<file path="config.mk">
export PLATFORM = sky130hd
export DESIGN_NAME = wb_rr_stage_flat
export DESIGN_NICKNAME = d
export VERILOG_FILES = /design/src/rtl/wb_pkg.sv /design/src/rtl/wb_rr_stage_if.sv /design/src/rtl/wb_fifo.sv /design/src/rtl/wb_rr_stage.sv /design/src/flat_wrapper.sv
export SDC_FILE = /design/constraint.sdc
export NUM_CORES = 1
export LEC_CHECK = 0
export ABC_AREA = 1
export CORE_MARGIN = 3
export CORE_UTILIZATION = 52
export CTS_CLUSTER_SIZE = 14
export DETAILED_ROUTE_END_ITERATION = 8
export MAX_ROUTING_LAYER = met4
export PLACE_DENSITY = 0.79
export RECOVER_POWER = 25
export REMOVE_ABC_BUFFERS = 1
export SLEW_MARGIN = 20
export SYNTH_ARGS = -nofsm -noshare
export SYNTH_HDL_FRONTEND = slang
export SYNTH_SLANG_ARGS = --single-unit
</file>
<file path="constraint.sdc">
create_clock -name clk -period 3.1 [get_ports clk]
set_clock_uncertainty 0.2 [all_clocks]
set_input_delay 0.31 -clock clk [delete_from_list [all_inputs] [get_ports clk]]
set_output_delay 0.31 -clock clk [all_outputs]
set_load 0.01 [all_outputs]
</file>
<file path="src/rtl/wb_pkg.sv">
// Shared constants for the writeback stage and its channel FIFOs.
package wb_pkg;

    localparam int DATA_W_DEF = 32;
    localparam int ADDR_W_DEF = 5;

    // Register $0 is hardwired to zero; writes to it are dropped at the port.
    localparam int REG_ZERO = 0;

endpackage

</file>
<file path="src/rtl/wb_rr_stage_if.sv">
// Producer-side request bus and register-file write port of the writeback stage.
interface wb_rr_stage_if
    import wb_pkg::*;
#(
    parameter int NUM_CH = 2,
    parameter int DATA_W = DATA_W_DEF,
    parameter int ADDR_W = ADDR_W_DEF
);
    logic                       flush;
    logic [NUM_CH-1:0]          in_valid;
    logic [NUM_CH-1:0]          in_ready;
    logic [NUM_CH*ADDR_W-1:0]   in_addr;
    logic [NUM_CH*DATA_W-1:0]   in_data;
    logic                       we;
    logic [ADDR_W-1:0]          wAddr;
    logic [DATA_W-1:0]          wData;
    logic                       busy;

    modport master (
        output flush, in_valid, in_addr, in_data,
        input  in_ready, we, wAddr, wData, busy
    );

    modport slave (
        input  flush, in_valid, in_addr, in_data,
        output in_ready, we, wAddr, wData, busy
    );
endinterface

</file>
<file path="src/rtl/wb_fifo.sv">
// Per-channel circular buffer holding {addr, data} write requests.
module wb_fifo
    import wb_pkg::*;
#(
    parameter int DATA_W = DATA_W_DEF,
    parameter int ADDR_W = ADDR_W_DEF,
    parameter int DEPTH  = 4
) (
    input  logic              clk,
    input  logic              rst,
    input  logic              flush_i,
    input  logic              push_i,
    input  logic              pop_i,
    input  logic [ADDR_W-1:0] addr_i,
    input  logic [DATA_W-1:0] data_i,
    output logic              full_o,
    output logic              empty_o,
    output logic [ADDR_W-1:0] head_addr_o,
    output logic [DATA_W-1:0] head_data_o
);
    localparam int PTR_W = $clog2(DEPTH);
    localparam int CNT_W = PTR_W + 1;

    logic [PTR_W-1:0]         wr_q, wr_d, rd_q, rd_d;
    logic [CNT_W-1:0]         cnt_q, cnt_d;
    logic [ADDR_W+DATA_W-1:0] mem_q [DEPTH];
    logic                     do_push, do_pop;

    assign full_o  = (cnt_q == CNT_W'(DEPTH));
    assign empty_o = (cnt_q == '0);

    // A push into a full buffer is ignored even if it pops on the same edge.
    assign do_push = push_i && !full_o && !flush_i;
    assign do_pop  = pop_i && !empty_o && !flush_i;

    assign {head_addr_o, head_data_o} = mem_q[rd_q];

    // Next pointers/count; flush wins over push and pop. DEPTH is a power
    // of two so pointers wrap by plain overflow.
    always_comb begin
        wr_d  = wr_q;
        rd_d  = rd_q;
        cnt_d = cnt_q;
        if (flush_i) begin
            wr_d  = '0;
            rd_d  = '0;
            cnt_d = '0;
        end else begin
            if (do_push) wr_d = wr_q + PTR_W'(1);
            if (do_pop)  rd_d = rd_q + PTR_W'(1);
            cnt_d = cnt_q + CNT_W'(do_push) - CNT_W'(do_pop);
        end
    end

    // Pointer and count state.
    always_ff @(posedge clk or posedge rst) begin
        if (rst) begin
            wr_q  <= '0;
            rd_q  <= '0;
            cnt_q <= '0;
        end else begin
            wr_q  <= wr_d;
            rd_q  <= rd_d;
            cnt_q <= cnt_d;
        end
    end

    // Storage needs no reset: the count gates every read of it.
    always_ff @(posedge clk) begin
        if (do_push) mem_q[wr_q] <= {addr_i, data_i};
    end
endmodule

</file>
<file path="src/rtl/wb_rr_stage.sv">
// Multi-channel writeback stage: per-channel FIFOs, round-robin grant,
// registered single register-file write port.
module wb_rr_stage
    import wb_pkg::*;
#(
    parameter int NUM_CH = 2,
    parameter int DATA_W = DATA_W_DEF,
    parameter int ADDR_W = ADDR_W_DEF,
    parameter int DEPTH  = 4
) (
    input  logic          clk,
    input  logic          rst,
    wb_rr_stage_if.slave  bus
);
    localparam int RR_W = (NUM_CH > 1) ? $clog2(NUM_CH) : 1;

    logic [NUM_CH-1:0]             full, empty;
    logic [NUM_CH-1:0][ADDR_W-1:0] head_addr;
    logic [NUM_CH-1:0][DATA_W-1:0] head_data;

    logic [RR_W-1:0]   rr_q, rr_d;
    logic              grant_vld;
    logic [RR_W-1:0]   grant_idx;
    int                idx;

    logic              we_q, we_d;
    logic [ADDR_W-1:0] waddr_q, waddr_d;
    logic [DATA_W-1:0] wdata_q, wdata_d;

    for (genvar i = 0; i < NUM_CH; i++) begin : g_ch
        wb_fifo #(
            .DATA_W (DATA_W),
            .ADDR_W (ADDR_W),
            .DEPTH  (DEPTH)
        ) u_fifo (
            .clk         (clk),
            .rst         (rst),
            .flush_i     (bus.flush),
            .push_i      (bus.in_valid[i]),
            .pop_i       (grant_vld && (grant_idx == RR_W'(i))),
            .addr_i      (bus.in_addr[i*ADDR_W +: ADDR_W]),
            .data_i      (bus.in_data[i*DATA_W +: DATA_W]),
            .full_o      (full[i]),
            .empty_o     (empty[i]),
            .head_addr_o (head_addr[i]),
            .head_data_o (head_data[i])
        );
    end

    // Ready is forced low while reset is asserted, independent of the clock.
    assign bus.in_ready = ~full & {NUM_CH{~rst}};

    // Grant the first non-empty channel starting from the round-robin pointer.
    always_comb begin
        grant_vld = 1'b0;
        grant_idx = '0;
        idx       = 0;
        for (int k = 0; k < NUM_CH; k++) begin
            idx = int'(rr_q) + k;
            if (idx >= NUM_CH) idx = idx - NUM_CH;
            if (!grant_vld && !empty[idx]) begin
                grant_vld = 1'b1;
                grant_idx = RR_W'(idx);
            end
        end
    end

    // Pointer advance and output-register next state; flush drops the grant.
    always_comb begin
        rr_d    = rr_q;
        we_d    = 1'b0;
        waddr_d = waddr_q;
        wdata_d = wdata_q;
        if (!bus.flush && grant_vld) begin
            rr_d    = (grant_idx == RR_W'(NUM_CH - 1)) ? '0 : grant_idx + RR_W'(1);
            we_d    = (head_addr[grant_idx] != ADDR_W'(REG_ZERO));
            waddr_d = head_addr[grant_idx];
            wdata_d = head_data[grant_idx];
        end
    end

    // Arbiter pointer and registered write port.
    always_ff @(posedge clk or posedge rst) begin
        if (rst) begin
            rr_q    <= '0;
            we_q    <= 1'b0;
            waddr_q <= '0;
            wdata_q <= '0;
        end else begin
            rr_q    <= rr_d;
            we_q    <= we_d;
            waddr_q <= waddr_d;
            wdata_q <= wdata_d;
        end
    end

    assign bus.we    = we_q;
    assign bus.wAddr = waddr_q;
    assign bus.wData = wdata_q;
    assign bus.busy  = (~&empty) | we_q;
endmodule

</file>
<file path="src/flat_wrapper.sv">
// flat-port wrapper written by rule: the top's interface ports become plain ports
module wb_rr_stage_flat import wb_pkg::*;
#(
    parameter int NUM_CH = 2,
    parameter int DATA_W = DATA_W_DEF,
    parameter int ADDR_W = ADDR_W_DEF,
    parameter int DEPTH  = 4
)
  (clk, rst, bus_flush, bus_in_valid, bus_in_addr, bus_in_data, bus_in_ready, bus_we, bus_wAddr, bus_wData, bus_busy);
  wb_rr_stage_if #(.NUM_CH(NUM_CH), .DATA_W(DATA_W), .ADDR_W(ADDR_W)) bus_i ();
  input  logic clk;
  input  logic rst;
  input wire logic [$bits(bus_i.flush)-1:0] bus_flush;
  input wire logic [$bits(bus_i.in_valid)-1:0] bus_in_valid;
  input wire logic [$bits(bus_i.in_addr)-1:0] bus_in_addr;
  input wire logic [$bits(bus_i.in_data)-1:0] bus_in_data;
  output wire logic [$bits(bus_i.in_ready)-1:0] bus_in_ready;
  output wire logic [$bits(bus_i.we)-1:0] bus_we;
  output wire logic [$bits(bus_i.wAddr)-1:0] bus_wAddr;
  output wire logic [$bits(bus_i.wData)-1:0] bus_wData;
  output wire logic [$bits(bus_i.busy)-1:0] bus_busy;
  assign bus_i.flush = bus_flush;
  assign bus_i.in_valid = bus_in_valid;
  assign bus_i.in_addr = bus_in_addr;
  assign bus_i.in_data = bus_in_data;
  assign bus_in_ready = bus_i.in_ready;
  assign bus_we = bus_i.we;
  assign bus_wAddr = bus_i.wAddr;
  assign bus_wData = bus_i.wData;
  assign bus_busy = bus_i.busy;
  wb_rr_stage #(.NUM_CH(NUM_CH), .DATA_W(DATA_W), .ADDR_W(ADDR_W), .DEPTH(DEPTH)) u_core (.clk(clk), .rst(rst), .bus(bus_i));
endmodule
</file>
==> results.txt <==
Status: finished, final reports clean
Synthesized flop and latch total: 349
Clk slew on worst S/H paths: 60 ps
Crit path cell chain: nor2_2 -> nand2_4 -> nand2_4 -> nand2_4 -> nand2_2 -> nor2_1 -> ha_1 -> inv_1 -> ha_1 -> inv_1 -> fa_1 -> o21ai_0 -> a21oi_1
Non-Filler Instances: 1553
Core area: 0.0255 sq mm
Cell family with most CP delay: adder cells
Vias in the first global route: 8724
Iter 0 DRT Violations: 948
Final hold vios: 0
Layout Nets: 1284
Global-route wire length before repair: 47300 um
Die H: 168 um
Stages on the worst setup path: 13
Resize count post-CTS: 0
IO Pins: 120
Port buffer count: 119
Post-route ant nets: 0
Largest stage delay on the critical path: 420 ps
Area fraction of the dominant cell type after synthesis: 64.9%
Seq/Total Area, Yosys: 74.6%
Synth area leaders: edfxtp_1, dfrtp_1, o21ai_0
Final setup violation count: 0
CTS Buffer Depth: 3
Max_slew headroom: 49.3%
Initial antenna violation count: 4
Req. time, crit path: 3280 ps
Netlist cell types: 30
Via Count: 8855
Synthesized area: 0.0137 sq mm
FMAX: 400 MHz
Worst Path Buf+Inv: 2
CTS buffer count: 35
CP Data Arrival Time: 2680 ps
Setup TNS: 0 ps
Share of cells above drive strength 1: 8.37%
Chip width: 168 um
Leakage: 0.00580 uW
R2r endpoint: u_core.g_ch[0].u_fifo.cnt_q[2]
Crit share post-route: 80.6%
Tmin final: 2500 ps
Pins over their slew limit: 0
Number of flops mapped to enable cells by yosys: 296
R2r setup slk: 600 ps
DRC viols: 0
Yosys Warn Count: 0
Mapped Cells: 1071
Worst-Skew Late Latency: 510 ps
Unrepaired setup endpoints after global routing: no
Ys flop type: edfxtp_1
R2R cell count: 13
Total of max-cap violations: 0
CTS HTree Levels: 2
CP endpoint kind: flop
Worst vdd ir: 657 uV
Starting Density: 53.6%
Crit path kind: flop to flop
Count leader, synth: edfxtp_1
CP most frequent cell: nand2_4
Worst Setup SP: u_core.g_ch[0].u_fifo.cnt_q[2]
Pwr/cell area: 866 mW/mm^2
Worst r2r src: u_core.g_ch[0].u_fifo.cnt_q[2]
DR WL/cell: 19.8 um
CTS tree: yes
Critical Path End: u_core.g_ch[0].u_fifo.cnt_q[2]
Synth cell count leaders: edfxtp_1, nor2_1, o21ai_0
Actual slew at the worst max-slew pin: 760 ps
Largest net degree at the start of global routing: 76
CP Max Fanout: 6
# Post-CTS Setup Buffers: 0
GPL Wtd Cong: 0.906
Biggest area consumer among synthesized cells: edfxtp_1
# rows: 58
DP HPWL: 18700 um
Tot GR Track Use: 22.0%
Dpl cells: 1484
# hold bufs at CTS: 0
Total grt overflow: 0
Via density: 5.70
Sink Count: 349
Synth async-reset ratio: 15.2%
Pre-antenna DRT Iters: 5
CP startpoint kind: flop
Drt total wl: 30800 um
CTS root buffer: clkbuf_16
Mean area per synthesized cell: 12.8 sq um
Hold crit path type: primary input to asynchronous set/reset pin
Area Overhead vs Synth: 19.5%
CP max-delay cell: dfrtp_1
Die area: 0.0283 sq mm
[layout by cell type, fill, tap and decap left out, types with 2 or more instances in the layout]
master,n
fa_1,2
o21ai_0,150
dfrtp_1,51
a21oi_1,23
nor2_4,10
inv_1,34
diode_2,5
clkbuf_1,13
nor2_1,181
inv_4,2
nand2_2,2
dlygate4sd3_1,47
clkdlybuf4s50_1,72
buf_12,5
nand2_4,3
xor2_1,2
o21ai_1,42
a31oi_1,2
ha_1,12
inv_2,3
o22ai_1,64
clkbuf_8,2
nor2_2,2
edfxtp_1,296
nand2_1,99
clkinv_2,8
nand3_1,21
dfrtp_2,2
clkbuf_16,36
buf_4,22
nor3_1,2
[report_power, final]
| part | switching (uW) | internal, uW | total (uW) |
|---|---|---|---|
| registers | 339 | 5710 | 6050 |
| clock network | 1690 | 2210 | 3900 |
| logic | 2720 | 1510 | 4230 |
| total | 4740 | 9430 | 14200 |
[layer usage]
metal	global-route usage [%]	share of wire, %	up-vias
li1	-	-	4089
met1	28.4	40	4383
met2	35.7	50	333
met3	4.20	7.3	50
met4	7.22	2.7	0
met5	-	0	-
[worst min path at each step]
stage	from	to	slack, ps	cells after the start
finish	rst	u_core.bus.wData[13]	100	2
global route	rst	u_core.bus.wData[20]	160	2
CTS	rst	u_core.bus.wData[19]	110	2
detailed placement	u_core.bus.wData[5]	u_core.bus.wData[5]	280	2
global placement	u_core.bus.wData[7]	u_core.bus.wData[7]	270	2
floorplan	bus_flush	u_core.g_ch[0].u_fifo.rd_q[1]	170	1
[cells by family (layout without fill, tap and decap cells)]
kind of cell	Yosys count	in the layout	share of synthesized area, %
XOR/XNOR	3	3	0.192
flip-flops	349	349	74.6
AO/OA/AOI/OAI	281	281	10.9
AND/OR/NAND/NOR	322	322	9.44
buffers and inverters	102	249	3.56
other	0	5	0
adder cells (fa/ha/maj)	14	14	1.39
[cell type report]
class	count	area (sq um)
antenna	5	12.5
clock buffer	51	977
clock inverter	13	85.1
fill	1894	9170
inverter	39	151
multi-input combinational	620	3060
sequential	349	10200
tap	330	413
timing repair buffer	146	1460
[per-stage QoR]
step	power, uW	util, %	hold WS [ps]	setup WS (ps)	instance area [sq um]
final	14200	64.1	99.0	601	16400
after global routing	14900	64.1	160	459	16400
after CTS	14300	64.0	106	603	16400
after detailed placement	10400	59.9	284	519	15300
after global placement	10200	59.9	274	551	15300
after floorplan	8430	-	173	125	13400
[flip-flops by register name, summed over array words and instances, names as in the netlist]
signal and flops:
u_core.bus.wAddr 5, u_core.bus.wData 32, u_core.bus.we 1, u_core.g_ch.u_fifo.cnt_q 6, u_core.g_ch.u_fifo.mem_q 296, u_core.g_ch.u_fifo.rd_q 4
u_core.g_ch.u_fifo.wr_q 4, u_core.rr_q 1
Note: power is estimated with default switching activity, not from simulation.
